--- src/rtl/bcd_calc_engine_if.sv ---
// Handshake/bus bundle for bcd_calc_engine.
// master: keypad/controller side, drives clear, digit_valid, digit_in, enter, op_sub, start.
// slave : engine side, drives busy, done, bcd_out, negative, overflow.
// bcd_out carries OUT_DIGITS BCD digits, digit k at [4k+3:4k], k=0 is units.
interface bcd_calc_engine_if #(
    parameter int unsigned OUT_DIGITS = 4
);
    logic                    clear;
    logic                    digit_valid;
    logic [3:0]              digit_in;
    logic                    enter;
    logic                    op_sub;
    logic                    start;
    logic                    busy;
    logic                    done;
    logic [4*OUT_DIGITS-1:0] bcd_out;
    logic                    negative;
    logic                    overflow;

    modport master (
        output clear, digit_valid, digit_in, enter, op_sub, start,
        input  busy, done, bcd_out, negative, overflow
    );

    modport slave (
        input  clear, digit_valid, digit_in, enter, op_sub, start,
        output busy, done, bcd_out, negative, overflow
    );
endinterface

--- src/rtl/bcd_calc_engine.sv ---
// Decimal keypad calculator core: operands A and B are keyed one BCD digit at a time, then
// A+B or A-B (sign + magnitude) is computed and converted to BCD by a sequential double
// dabble (one shift per cycle). Results above the display range saturate to all nines.
// Ports:
//   clk  - system clock, rising edge
//   rst  - synchronous active-high reset
//   bus  - slave side of bcd_calc_engine_if (keypad controls in, busy/done/display out)
module bcd_calc_engine #(
    parameter int unsigned IN_DIGITS  = 3,
    parameter int unsigned OUT_DIGITS = 4
) (
    input logic              clk,
    input logic              rst,
    bcd_calc_engine_if.slave bus
);
    localparam int unsigned OP_W    = $clog2(10 ** IN_DIGITS);
    localparam int unsigned RES_W   = $clog2(2 * (10 ** IN_DIGITS - 1) + 1);
    localparam int unsigned BCD_W   = 4 * OUT_DIGITS;
    localparam int unsigned SCR_W   = BCD_W + RES_W;
    localparam int unsigned CNT_W   = $clog2(IN_DIGITS + 1);
    localparam int unsigned ITER_W  = $clog2(RES_W + 1);
    localparam int unsigned OUT_MAX = 10 ** OUT_DIGITS - 1;

    localparam logic [CNT_W-1:0]  CntMax   = CNT_W'(IN_DIGITS);
    localparam logic [ITER_W-1:0] IterLast = ITER_W'(RES_W - 1);

    localparam logic [2:0] StEntryA  = 3'd0;
    localparam logic [2:0] StEntryB  = 3'd1;
    localparam logic [2:0] StCompute = 3'd2;
    localparam logic [2:0] StConvert = 3'd3;
    localparam logic [2:0] StShow    = 3'd4;

    if (OUT_DIGITS == 0 || IN_DIGITS == 0) begin : gen_param_check
        $error("bcd_calc_engine: IN_DIGITS and OUT_DIGITS must both be >= 1");
    end

    function automatic logic [BCD_W-1:0] all_nines();
        logic [BCD_W-1:0] v;
        v = '0;
        for (int k = 0; k < int'(OUT_DIGITS); k++) begin
            v[4*k +: 4] = 4'd9;
        end
        return v;
    endfunction

    logic [2:0]        state_q, state_d;
    logic [OP_W-1:0]   op_a_q, op_a_d;
    logic [OP_W-1:0]   op_b_q, op_b_d;
    logic [CNT_W-1:0]  cnt_q, cnt_d;
    logic [RES_W-1:0]  res_q, res_d;
    logic [SCR_W-1:0]  scr_q, scr_d;
    logic [ITER_W-1:0] iter_q, iter_d;
    logic [BCD_W-1:0]  bcd_q, bcd_d;
    logic              neg_q, neg_d;
    logic              ovf_q, ovf_d;
    logic              done_q, done_d;

    logic              digit_ok;
    logic              go_idle;
    logic [OP_W-1:0]   op_cur;
    logic [OP_W-1:0]   op_next;
    logic [BCD_W-1:0]  bcd_shifted;
    logic [RES_W-1:0]  a_ext, b_ext;
    logic [SCR_W-1:0]  scr_step;

    assign digit_ok = bus.digit_valid && (bus.digit_in <= 4'd9) && (cnt_q < CntMax);

    // One accumulator path shared by both entry states.
    assign op_cur      = (state_q == StEntryB) ? op_b_q : op_a_q;
    assign op_next     = OP_W'(op_cur * OP_W'(10)) + OP_W'(bus.digit_in);
    // The display echo is just the keyed digits shifted in, so no binary-to-BCD is needed here.
    assign bcd_shifted = (bcd_q << 4) | BCD_W'(bus.digit_in);

    assign a_ext = RES_W'(op_a_q);
    assign b_ext = RES_W'(op_b_q);

    // One double-dabble iteration: +3 on every BCD nibble >= 5, then shift left.
    always_comb begin
        scr_step = scr_q;
        for (int k = 0; k < int'(OUT_DIGITS); k++) begin
            if (scr_step[RES_W + 4*k +: 4] >= 4'd5) begin
                scr_step[RES_W + 4*k +: 4] = scr_step[RES_W + 4*k +: 4] + 4'd3;
            end
        end
        scr_step = scr_step << 1;
    end

    always_comb begin
        state_d = state_q;
        op_a_d  = op_a_q;
        op_b_d  = op_b_q;
        cnt_d   = cnt_q;
        res_d   = res_q;
        scr_d   = scr_q;
        iter_d  = iter_q;
        bcd_d   = bcd_q;
        neg_d   = neg_q;
        ovf_d   = ovf_q;
        done_d  = 1'b0;
        go_idle = 1'b0;

        case (state_q)
            StEntryA: begin
                if (bus.enter) begin
                    state_d = StEntryB;
                    cnt_d   = '0;
                    bcd_d   = '0;
                end else if (digit_ok) begin
                    op_a_d = op_next;
                    cnt_d  = cnt_q + CNT_W'(1);
                    bcd_d  = bcd_shifted;
                end
            end
            StEntryB: begin
                // start wins over a digit keyed in the same cycle.
                if (bus.start) begin
                    state_d = StCompute;
                end else if (digit_ok) begin
                    op_b_d = op_next;
                    cnt_d  = cnt_q + CNT_W'(1);
                    bcd_d  = bcd_shifted;
                end
            end
            StCompute: begin
                if (bus.op_sub) begin
                    if (op_b_q > op_a_q) begin
                        neg_d = 1'b1;
                        res_d = b_ext - a_ext;
                    end else begin
                        neg_d = 1'b0;
                        res_d = a_ext - b_ext;
                    end
                end else begin
                    neg_d = 1'b0;
                    res_d = a_ext + b_ext;
                end
                scr_d   = {{BCD_W{1'b0}}, res_d};
                iter_d  = '0;
                state_d = StConvert;
            end
            StConvert: begin
                scr_d  = scr_step;
                iter_d = iter_q + ITER_W'(1);
                if (iter_q == IterLast) begin
                    state_d = StShow;
                    done_d  = 1'b1;
                    // Saturate on the binary value; the BCD field may have lost high digits.
                    if (32'(res_q) > OUT_MAX) begin
                        ovf_d = 1'b1;
                        bcd_d = all_nines();
                    end else begin
                        bcd_d = scr_step[SCR_W-1 -: BCD_W];
                    end
                end
            end
            StShow: begin
                if (bus.enter) begin
                    go_idle = 1'b1;
                end
            end
            default: begin
                go_idle = 1'b1;
            end
        endcase

        if (bus.clear || go_idle) begin
            state_d = StEntryA;
            op_a_d  = '0;
            op_b_d  = '0;
            cnt_d   = '0;
            bcd_d   = '0;
            neg_d   = 1'b0;
            ovf_d   = 1'b0;
            done_d  = 1'b0;
        end
    end

    always_ff @(posedge clk) begin
        if (rst) begin
            state_q <= StEntryA;
            op_a_q  <= '0;
            op_b_q  <= '0;
            cnt_q   <= '0;
            res_q   <= '0;
            scr_q   <= '0;
            iter_q  <= '0;
            bcd_q   <= '0;
            neg_q   <= 1'b0;
            ovf_q   <= 1'b0;
            done_q  <= 1'b0;
        end else begin
            state_q <= state_d;
            op_a_q  <= op_a_d;
            op_b_q  <= op_b_d;
            cnt_q   <= cnt_d;
            res_q   <= res_d;
            scr_q   <= scr_d;
            iter_q  <= iter_d;
            bcd_q   <= bcd_d;
            neg_q   <= neg_d;
            ovf_q   <= ovf_d;
            done_q  <= done_d;
        end
    end

    assign bus.busy     = (state_q == StCompute) || (state_q == StConvert);
    assign bus.done     = done_q;
    assign bus.bcd_out  = bcd_q;
    assign bus.negative = neg_q;
    assign bus.overflow = ovf_q;
endmodule
--- src/flat_wrapper.sv ---
// flat-port wrapper written by rule: the top's interface ports become plain ports
module bcd_calc_engine_flat 
#(
    parameter int unsigned IN_DIGITS  = 3,
    parameter int unsigned OUT_DIGITS = 4
)
  (clk, rst, bus_clear, bus_digit_valid, bus_digit_in, bus_enter, bus_op_sub, bus_start, bus_busy, bus_done, bus_bcd_out, bus_negative, bus_overflow);
  bcd_calc_engine_if #(.OUT_DIGITS(OUT_DIGITS)) bus_i ();
  input logic clk;
  input logic rst;
  input wire logic [$bits(bus_i.clear)-1:0] bus_clear;
  input wire logic [$bits(bus_i.digit_valid)-1:0] bus_digit_valid;
  input wire logic [$bits(bus_i.digit_in)-1:0] bus_digit_in;
  input wire logic [$bits(bus_i.enter)-1:0] bus_enter;
  input wire logic [$bits(bus_i.op_sub)-1:0] bus_op_sub;
  input wire logic [$bits(bus_i.start)-1:0] bus_start;
  output wire logic [$bits(bus_i.busy)-1:0] bus_busy;
  output wire logic [$bits(bus_i.done)-1:0] bus_done;
  output wire logic [$bits(bus_i.bcd_out)-1:0] bus_bcd_out;
  output wire logic [$bits(bus_i.negative)-1:0] bus_negative;
  output wire logic [$bits(bus_i.overflow)-1:0] bus_overflow;
  assign bus_i.clear = bus_clear;
  assign bus_i.digit_valid = bus_digit_valid;
  assign bus_i.digit_in = bus_digit_in;
  assign bus_i.enter = bus_enter;
  assign bus_i.op_sub = bus_op_sub;
  assign bus_i.start = bus_start;
  assign bus_busy = bus_i.busy;
  assign bus_done = bus_i.done;
  assign bus_bcd_out = bus_i.bcd_out;
  assign bus_negative = bus_i.negative;
  assign bus_overflow = bus_i.overflow;
  bcd_calc_engine #(.IN_DIGITS(IN_DIGITS), .OUT_DIGITS(OUT_DIGITS)) u_core (.clk(clk), .rst(rst), .bus(bus_i));
endmodule
--- config.mk ---
export PLATFORM = sky130hd
export DESIGN_NAME = bcd_calc_engine_flat
export DESIGN_NICKNAME = d
export VERILOG_FILES = /design/src/rtl/bcd_calc_engine_if.sv /design/src/rtl/bcd_calc_engine.sv /design/src/flat_wrapper.sv
export SDC_FILE = /design/constraint.sdc
export NUM_CORES = 1
export LEC_CHECK = 0
export ABC_CLOCK_PERIOD_IN_PS = 10900
export CAP_MARGIN = 10
export CELL_PAD_IN_SITES_DETAIL_PLACEMENT = 0
export CELL_PAD_IN_SITES_GLOBAL_PLACEMENT = 2
export CORE_ASPECT_RATIO = 1.2
export CORE_MARGIN = 1
export CORE_UTILIZATION = 39
export DETAILED_ROUTE_END_ITERATION = 10
export PLACE_DENSITY_LB_ADDON = 0.1
export SKIP_LAST_GASP = 1
export SLEW_MARGIN = 40
export SYNTH_ARGS = -nofsm -noshare
export SYNTH_HDL_FRONTEND = slang
export SYNTH_SLANG_ARGS = --single-unit
--- constraint.sdc ---
create_clock -name clk -period 10.9 [get_ports clk]
set_input_delay 1.09 -clock clk [delete_from_list [all_inputs] [get_ports clk]]
set_output_delay 1.09 -clock clk [all_outputs]
set_load 0.05 [all_outputs]
==> results of run 1 <==
## power by group through the flow
stage | Combinational [mW] | Clock, mW | Sequential (mW)
CTS | 0.0776 | 0.351 | 0.276
floorplan | 0.0556 | 0 | 0.284
detailed placement | 0.0773 | 0 | 0.282
global route | 0.0849 | 0.363 | 0.276
global placement | 0.0769 | 0 | 0.282
finish | 0.0772 | 0.342 | 0.276
## state kept, by name (all words and copies together) (netlist names)
| signal | cells |
|---|---|
| u_core.bus.negative | 1 |
| u_core.op_a_q | 10 |
| u_core.state_q | 3 |
| u_core.cnt_q | 2 |
| u_core.op_b_q | 10 |
| u_core.iter_q | 4 |
| u_core.scr_q | 27 |
| u_core.bus.bcd_out | 16 |
| u_core.bus.done | 1 |
## worst min-delay path, cell delays in order (launching register included)
cell and delay [ps]:
dfxtp_1 320, a21oi_1 60, nor2_1 70
## cell type report
| class | count | area share [%] |
|---|---|---|
| sequential | 74 | 24.6 |
| tap | 168 | 3.49 |
| inverter | 50 | 3.12 |
| multi-input combinational | 502 | 57.3 |
| timing repair buffer | 37 | 5.82 |
| clock buffer | 9 | 3.74 |
| clock inverter | 7 | 1.95 |
## cell families after synthesis
| kind of cell | after synthesis |
|---|---|
| AOI/OAI and AO/OA | 196 |
| and+or+nand+nor | 194 |
| buffers and inverters | 86 |
| DFF | 74 |
| adders and majority gates | 56 |
| xor gates and xnor gates | 34 |
| muxes | 21 |
| other | 1 |
## metrics by stage
step / hold slack (ps) / power [mW] / std cells
3_3_place_gp: 456 / 0.359 / 830
2_1_floorplan: 441 / 0.340 / 662
5_1_grt: 502 / 0.723 / 847
3_5_place_dp: 467 / 0.359 / 830
6_report: 480 / 0.695 / 847
4_1_cts: 477 / 0.705 / 846
## worst paths after layout
kind,slack (ps),start,cells past startpoint,to
setup / recovery,6680,u_core.state_q[2],14,u_core.op_b_q[9]
hold reg to reg,480,u_core.scr_q[0],2,u_core.scr_q[0]
setup reg to reg,6680,u_core.state_q[2],14,u_core.op_b_q[9]
hold / removal,480,u_core.scr_q[0],2,u_core.scr_q[0]
## layout by cell type, fill, tap and decap left out, drive strengths merged, types with 4 or more instances in the layout
cell type and count:
buf 8, and2 4, nor3 8, o22ai 6, a21oi 67, a211oi 19, nor2 58, nand2b 9
xor2 11, clkinv 4, clkbuf 9, a31oi 6, ha 51, nand3 12, o211ai 5, mux2i 20
a311oi 7, nand3b 7, inv 50, dfxtp 74, nand2 61, nor3b 8, a22oi 11, and3 10
o31ai 8, o21ai 35, fa 5, clkdlybuf4s50 29, xnor2 23, nor2b 7, a21o 14
## per-layer routing
layer | vias up | track usage (%)
met1 | 2170 | 24.7
met3 | 11 | 3.72
li1 | 2352 | -
met4 | 0 | 6.53
met2 | 62 | 39.9
met5 | - | 0
==> flow_metrics.tcl, run 1 <==
set metrics [dict create \
    outcome "complete, no violations" \
    initial_core_util_pct 39.9 \
    crit_chain "nand2b_1 -> nor2_2 -> mux2i_1 -> inv_1 -> ha_1 -> ha_1 -> fa_1 -> xnor2_1 -> or3b_2 -> nor3b_1 -> xnor2_1 -> xnor2_1 -> nand3_1 -> o21ai_0" \
    p_leak_nw 2.37 \
    cts.sinks 74 \
    pwr-share-clk_pct 49.2 \
    sw_frac_of_total_pct 24.6 \
    pwr-share-seq_pct 39.7 \
    syn_inst 662 \
    placed_cell_area_um2 5670 \
    die_w_um 108 \
    utilization_pct 45.5 \
    root_buffer "clkbuf_16" \
    route.vias.total 4595 \
    slew_viol_final 0 \
    synth.most_common_cell "dfxtp_1" \
    core-area_um2 13200 \
    grt_max_degree 33 \
    postRouteAntennaNets 0 \
    die-area_um2 14000 \
    syn_nets 729 \
    crit_type "reg2reg" \
    synthMuxAreaShare_pct 4.08 \
    crit_slowest_cell "nor2_2" \
    max_freq_mhz 237 \
    crit_top_cell "xnor2_1" \
    ys_top_cells_by_count "dfxtp_1 (74), a21oi_1 (65), nand2_1 (61)" \
    critPathCaptureType "flip-flop" \
    synth_cell_types 59 \
    synth_edf_count 0 \
    drive_gt1_share_pct 5.01 \
    place.port_buffers 29 \
    yosys.area.top_type "dfxtp_1" \
    io-pin-count 31 \
    dr.pass1.iters 4 \
    highest_layer "met4" \
    switching_power_uw 171 \
    p_comb_share_pct 11.1 \
    power_density_nw_per_um2 115 \
    area.sequential_um2 1480 \
    ys.flop_type "dfxtp_1" \
    place_ws_ps 6660 \
    grtUsageTotal_pct 21.5 \
    crit_buf_inv 1 \
    hold_viol 0 \
    cap_violations 0 \
    synth-xor-area-share_pct 5.64 \
    setup_viol 0 \
    cts_tree "done" \
    fin_area_um2 6020 \
    cts_setup_buffers 0 \
    synth_fa_ha_area_share_pct 14.0 \
    critPathTopFamily "simple AND/OR/NAND/NOR gates" \
    peakVddDrop_v 0.0000740 \
    postCtsHoldBufs 0 \
    grt_pass1_wl_um 23000 \
    drt_wl_total_um 14200 \
    fin_crit_ps 4220 \
    grt_antenna_before_repair 0 \
    tns_ps 0 \
    layout.nets 741 \
    start_kind "flip-flop" \
    synth_seq_area_share_pct 28.1 \
    clk_transition_reported_paths_ps 60 \
    cts_buffer_depth 2 \
    setup_slack_ps 6680 \
    intPower_uw 525 \
    worstPathMaxFanout 16 \
    finalWeightedCongestion 0.833 \
    required_ps 11170 \
    synth_top_family_by_area "compound AO/OA/AOI/OAI gates" \
    synth-simple-area-share_pct 17.5 \
    met3_length_um 362 \
    synth-async-reset-ratio_pct 0 \
    multi_input_area_um2 3450 \
    synth_top_area_share_pct 28.1 \
    cpPeakStageDelay_ps 580 \
    grt_pass1_vias 4461 \
    holdCritPathClass "reg2reg" \
    synth-compound-area-share_pct 23.7 \
    wl_met2_um 7540 \
    die_h_um 129 \
    cts-htree-levels 3 \
    netlist_area_um2 5280 \
    finClkSkew_ps 8.83 \
    area_delta_synth_final_pct 14.1 \
    overflow 0 \
    syn_avg_cell_area_um2 7.98 \
    ctsResizeCount 0 \
    tightest_slew_ps 843 \
    yosys_register_bits 74 \
    antenna_cells 0 \
    drt_iter0_drc 219 \
    synth_area_leaders "dfxtp_1 (28%), ha_1 (12%), a21oi_1 (6.2%)" \
    rows 46 \
    fin_crit_sh_pct 38.7 \
    numCtsBuffers 9 \
    arrival_ps 4480 \
    clock_latency_ps 340 \
    drcViolationCount 0 \
    yosysWarningCount 0 \
    viasPerCell 5.43 \
    relSlewSlack_pct 43.8 \
    rsz0062_at_grt "false" \
    avgRoutedWirePerCell_um 16.8 \
    hpwl_um 10700 \
    fillers 1365 \
    wl_met1_um 6150 \
]
No activity file was read; power rests on OpenSTA's default activity.
==> run 2, diff against run 1 <==
ABC_CLOCK_PERIOD_IN_PS = 3900   (was 10900)
CORE_UTILIZATION = 36   (was 39)
clock period = 3.9 ns   (was 10.9 ns; I/O delays follow)
==> run 2 against run 1 <==
Compared with the run above: wire length is 4.6% higher; hold slack worse by 12 ps; first-iteration DRC count is 3.7% higher; final area is 1.1% higher; critical endpoint unchanged; critical path depth stayed put; flip-flop and latch count stayed put; combinational power grew to 2.9 times the previous value; clock skew is 0.66 ps higher; clock-buffer cell count is 2 higher; cell count is 2.6% higher.
==> flow_metrics.tcl, run 2 (synthesis gave the netlist of run 1 again) <==
set metrics [dict create \
    outcome "complete, no violations" \
    place.port_buffers 29 \
    drive_gt1_share_pct 6.92 \
    fin_crit_ps 3590 \
    critical_path_depth 14 \
    grt_pass1_wl_um 23900 \
    fin_total_pwr_mw 1.83 \
    rows 48 \
    tns_ps 0 \
    reg2reg_depth 14 \
    cts_tree "done" \
    die-area_um2 15200 \
    cts-htree-levels 3 \
    cpPeakStageDelay_ps 520 \
    crit_type "reg2reg" \
    fillers 1512 \
    worstPathMaxFanout 7 \
    hold_depth 2 \
    hpwl_um 11300 \
    top_register "u_core.scr_q" \
    hp-start "u_core.scr_q[12]" \
    overflow 0 \
    drt_wl_total_um 14900 \
    clk_transition_reported_paths_ps 60 \
    start_kind "flip-flop" \
    crit_chain "nand2b_1 -> nor2_2 -> mux2i_1 -> inv_1 -> ha_1 -> ha_1 -> fa_1 -> xnor2_1 -> or3b_2 -> nor3b_1 -> xnor2_1 -> xnor2_1 -> nand3_1 -> o21ai_0" \
    postCtsHoldBufs 0 \
    grt_max_degree 32 \
    final_common_cell "dfxtp_1" \
    arrival_ps 3860 \
    peakVddDrop_v 0.000163 \
    die_w_um 113 \
    die_h_um 135 \
    largest_register_ffs 27 \
    postRouteAntennaNets 0 \
    finalWeightedCongestion 0.794 \
    finClkSkew_ps 9.49 \
    io-pin-count 31 \
    r2r_start "u_core.state_q[2]" \
    power_density_nw_per_um2 300 \
    layout_common_cells "dfxtp_1 (74), a21oi_1 (65), nand2_1 (61)" \
    route.vias.total 4646 \
    placed_cell_area_um2 5790 \
    avgRoutedWirePerCell_um 17.1 \
    critPathTopFamily "simple AND/OR/NAND/NOR gates" \
    core-area_um2 14400 \
    slew_viol_final 0 \
    root_buffer "clkbuf_16" \
    crit_slowest_cell "or3b_2" \
    drt_iter0_drc 227 \
    holdCritPathClass "reg2reg" \
    crit_buf_inv 1 \
    hold_viol 0 \
    rsz0062_at_grt "false" \
    worst_r2r_endpoint "u_core.op_b_q[9]" \
    antenna_cells 0 \
    area_delta_synth_final_pct 15.4 \
    initial_core_util_pct 36.8 \
    grt_antenna_before_repair 0 \
    holdPathEnd "u_core.scr_q[12]" \
    cap_violations 0 \
    critPathCaptureType "flip-flop" \
    numCtsBuffers 9 \
    layout.nets 756 \
    required_ps 4160 \
    r2r_slack_ps 310 \
    crit_top_cell "xnor2_1" \
    grtUsageTotal_pct 20.5 \
    p_leak_nw 2.42 \
    relSlewSlack_pct 51.0 \
    clock_latency_ps 340 \
    fin_area_um2 6090 \
    cts.sinks 74 \
    viasPerCell 5.35 \
    max_freq_mhz 278 \
    tightest_slew_ps 732 \
    dr.pass1.iters 7 \
    setup_viol 0 \
    drcViolationCount 0 \
    grt_pass1_vias 4513 \
    fin_crit_sh_pct 92.2 \
    cts_buffer_depth 2 \
]
-- run 2: worst max path at each step --
stage | from | endpoint
floorplan | u_core.state_q[2] | u_core.op_b_q[9]
global placement | u_core.state_q[2] | u_core.op_b_q[9]
detailed placement | u_core.state_q[2] | u_core.op_b_q[9]
CTS | u_core.state_q[2] | u_core.op_b_q[9]
global route | u_core.state_q[2] | u_core.op_b_q[9]
finish | u_core.state_q[2] | u_core.op_b_q[9]
-- run 2: cell type report --
type | instances | area, um^2 | area share, %
Timing Repair Buffer | 52 | 463 | 7.60
Multi-Input combinational cell | 502 | 3440 | 56.5
Tap cell | 175 | 219 | 3.59
Inverter | 50 | 188 | 3.08
Sequential cell | 74 | 1480 | 24.3
Clock inverter | 5 | 53.8 | 0.883
Clock buffer | 11 | 243 | 3.99
-- run 2: worst reg2reg max path, stage by stage (launching register included) --
cell,delay (ps)
dfxtp_1,310
nand2b_1,170
nor2_2,260
mux2i_1,280
inv_1,70
ha_1,300
ha_1,240
fa_1,420
xnor2_1,170
or3b_2,520
nor3b_1,260
xnor2_1,160
xnor2_1,150
nand3_1,90
o21ai_0,140
-- run 2: stage by stage --
stage	worst slack, ps	hold slack (ps)	std cells	utilization [%]
final	305	468	869	42.4
after detailed placement	171	465	853	40.4
after floorplan	54.3	441	662	-
after global placement	277	456	853	40.4
after global routing	10.6	508	869	42.4
after CTS	163	473	869	42.4
-- run 2: metal layers --
layer  up-vias  GRT usage [%]  share of wire (%)
met5         -              0                  0
met4         0           6.96                1.7
met3        15           2.69                1.5
met2        42           39.2                 54
met1      2210           23.2                 42
li1       2379              -                  -
-- run 2: repair_timing --
action / 4_1_cts / 5_1_grt
hold endpoints to repair: 0 / 0
gates resized for setup: 0 / 1
setup buffers: 0 / 0
setup endpoints to repair: 0 / 2
-- run 2: where the power goes --
| group | internal [mW] | switching, mW | leakage (nW) |
|---|---|---|---|
| Sequential | 0.763 | 0.00667 | 0.597 |
| Combinational | 0.0853 | 0.140 | 1.68 |
| Clock | 0.511 | 0.321 | 0.149 |
| Total | 1.36 | 0.468 | 2.42 |
==> run 3, diff against run 2 <==
CORE_MARGIN = 3   (was 1)
==> run 3 against run 2 <==
Compared with the run above: die area grew 6.6%; combinational power is essentially flat; clock skew shrank 3.8 ps; flip-flop and latch count is the same; clock power grew 12%; largest power group unchanged; final area grew 0.39%; largest cell class unchanged.
==> flow_metrics.tcl, run 3 (synthesis gave the netlist of run 1 again) <==
set metrics [dict create \
    rows 47 \
    final_common_cell "dfxtp_1" \
    io-pin-count 31 \
    crit_chain "nand2b_1 -> nor2_4 -> mux2i_1 -> inv_1 -> ha_1 -> ha_1 -> fa_1 -> xnor2_1 -> or3b_2 -> nor3b_1 -> xnor2_1 -> xnor2_1 -> nand3_1 -> o21ai_0" \
    cts_tree "done" \
    tns_ps 0 \
    antenna_cells 0 \
    layout_common_cells "dfxtp_1 (74), a21oi_1 (65), nand2_1 (61)" \
    outcome "complete, no violations" \
    grt_pass1_vias 4629 \
    crit_top_cell "xnor2_1" \
    fin_crit_ps 3550 \
    crit_slowest_cell "or3b_2" \
    cts_setup_buffers 0 \
    critPathCaptureType "flip-flop" \
    route.vias.total 4739 \
    cts-htree-levels 3 \
    grt_max_degree 34 \
    fin_area_um2 6110 \
    avgRoutedWirePerCell_um 17.3 \
    clk_transition_reported_paths_ps 60 \
    area_delta_synth_final_pct 15.8 \
    holdCritPathClass "reg2reg" \
    die_w_um 117 \
    place.port_buffers 29 \
    fin_crit_sh_pct 91.0 \
    grt-busiest-layer "met2" \
    drcViolationCount 0 \
    die-area_um2 16200 \
    power_density_nw_per_um2 315 \
    drt_iter0_drc 227 \
    worstPathMaxFanout 7 \
    drt_wl_total_um 14900 \
    placed_cell_area_um2 5760 \
    die_h_um 139 \
    core-area_um2 14100 \
    setup_viol 0 \
    grt_util_met1_pct 22.3 \
    root_buffer "clkbuf_16" \
    grtUsageTotal_pct 19.0 \
    finClkSkew_ps 5.68 \
    fillers 1422 \
    max_freq_mhz 282 \
    slew_viol_final 0 \
    drive_gt1_share_pct 6.80 \
    cpPeakStageDelay_ps 500 \
    crit_type "reg2reg" \
    viasPerCell 5.50 \
    largest_register_ffs 27 \
    top_register "u_core.scr_q" \
    peakVddDrop_v 0.000142 \
    initial_core_util_pct 37.6 \
    overflow 0 \
    use_met3_pct 3.19 \
    cts_buffer_depth 2 \
    met2_usage_pct 34.7 \
    hpwl_um 11300 \
    postRouteAntennaNets 0 \
    postCtsHoldBufs 0 \
    cap_violations 0 \
    p_leak_nw 2.42 \
    dr.pass1.iters 6 \
    finalWeightedCongestion 0.830 \
    start_kind "flip-flop" \
    clock_latency_ps 340 \
    grt_pass1_wl_um 24300 \
    relSlewSlack_pct 51.1 \
    arrival_ps 3810 \
    cts.sinks 74 \
    required_ps 4160 \
    hold_viol 0 \
    grt_antenna_before_repair 0 \
    layout.nets 753 \
    numCtsBuffers 9 \
    tightest_slew_ps 731 \
    rsz0062_at_grt "false" \
]
-- run 3: changes by cell type in the layout (fill, tap and decap cells not counted) --
cell and change:
mux2i_2 +1, nor2_4 +1, clkinv_2 -2, bufinv_16 +1, clkbuf_8 +2, clkinv_4 -1
clkinvlp_4 +1, clkbuf_1 -1, buf_4 -3, mux2i_1 -1, nor2_2 -1
-- run 3: final timing paths --
check,from,to,slack (ps),depth (start not counted)
min,u_core.scr_q[26],u_core.scr_q[26],470,2
max,u_core.state_q[2],u_core.op_b_q[9],350,14
max reg2reg,u_core.state_q[2],u_core.op_b_q[9],350,14
min reg2reg,u_core.scr_q[26],u_core.scr_q[26],470,2
-- run 3: layer usage --
layer,vias to the layer above,wire length [um]
met4,0,278
met3,18,414
met2,82,8100
met5,-,0
li1,2369,-
met1,2270,6080
-- run 3: area by class of cell --
type                            count  area, um^2  area share [%]
Multi-Input combinational cell    502        3450            56.5
Sequential cell                    74        1480            24.2
Timing Repair Buffer               49         440            7.20
Clock buffer                       12         267            4.36
Inverter                           50         188            3.07
Tap cell                          171         214            3.50
Clock inverter                      4        72.6            1.19
-- run 3: worst max-delay path, delay by kind of cell (launching register included) --
kind / cells / cell delay, ps
and+or+nand+nor: 5 / 1260
adders and majority gates: 3 / 930
xor gates and xnor gates: 3 / 500
DFF: 1 / 300
muxes: 1 / 250
AOI/OAI and AO/OA: 1 / 160
buffers and inverters: 1 / 70
-- run 3: timing repair --
item                                    4_1_cts  5_1_grt
hold endpoints to repair                      0        0
endpoints found under the setup margin        0        2
resized for setup                             0        3
-- run 3: stage by stage --
step | util [%] | hold slack (ps) | total power, mW | setup slack, ps | cells
after floorplan | - | 441 | 0.949 | 54.3 | 662
after global placement | 41.0 | 456 | 1.01 | 265 | 846
after detailed placement | 41.0 | 465 | 1.01 | 128 | 846
after CTS | 43.4 | 474 | 1.96 | 122 | 862
after global routing | 43.5 | 501 | 2.01 | 21.6 | 862
final | 43.5 | 468 | 1.93 | 350 | 862
-- run 3: report_power, final --
part / leakage [nW] / switching, mW / internal [mW] / total (mW)
Sequential: 0.597 / 0.00737 / 0.763 / 0.770
Combinational: 1.66 / 0.139 / 0.0846 / 0.224
Clock: 0.165 / 0.322 / 0.611 / 0.933
Total: 2.42 / 0.469 / 1.46 / 1.93
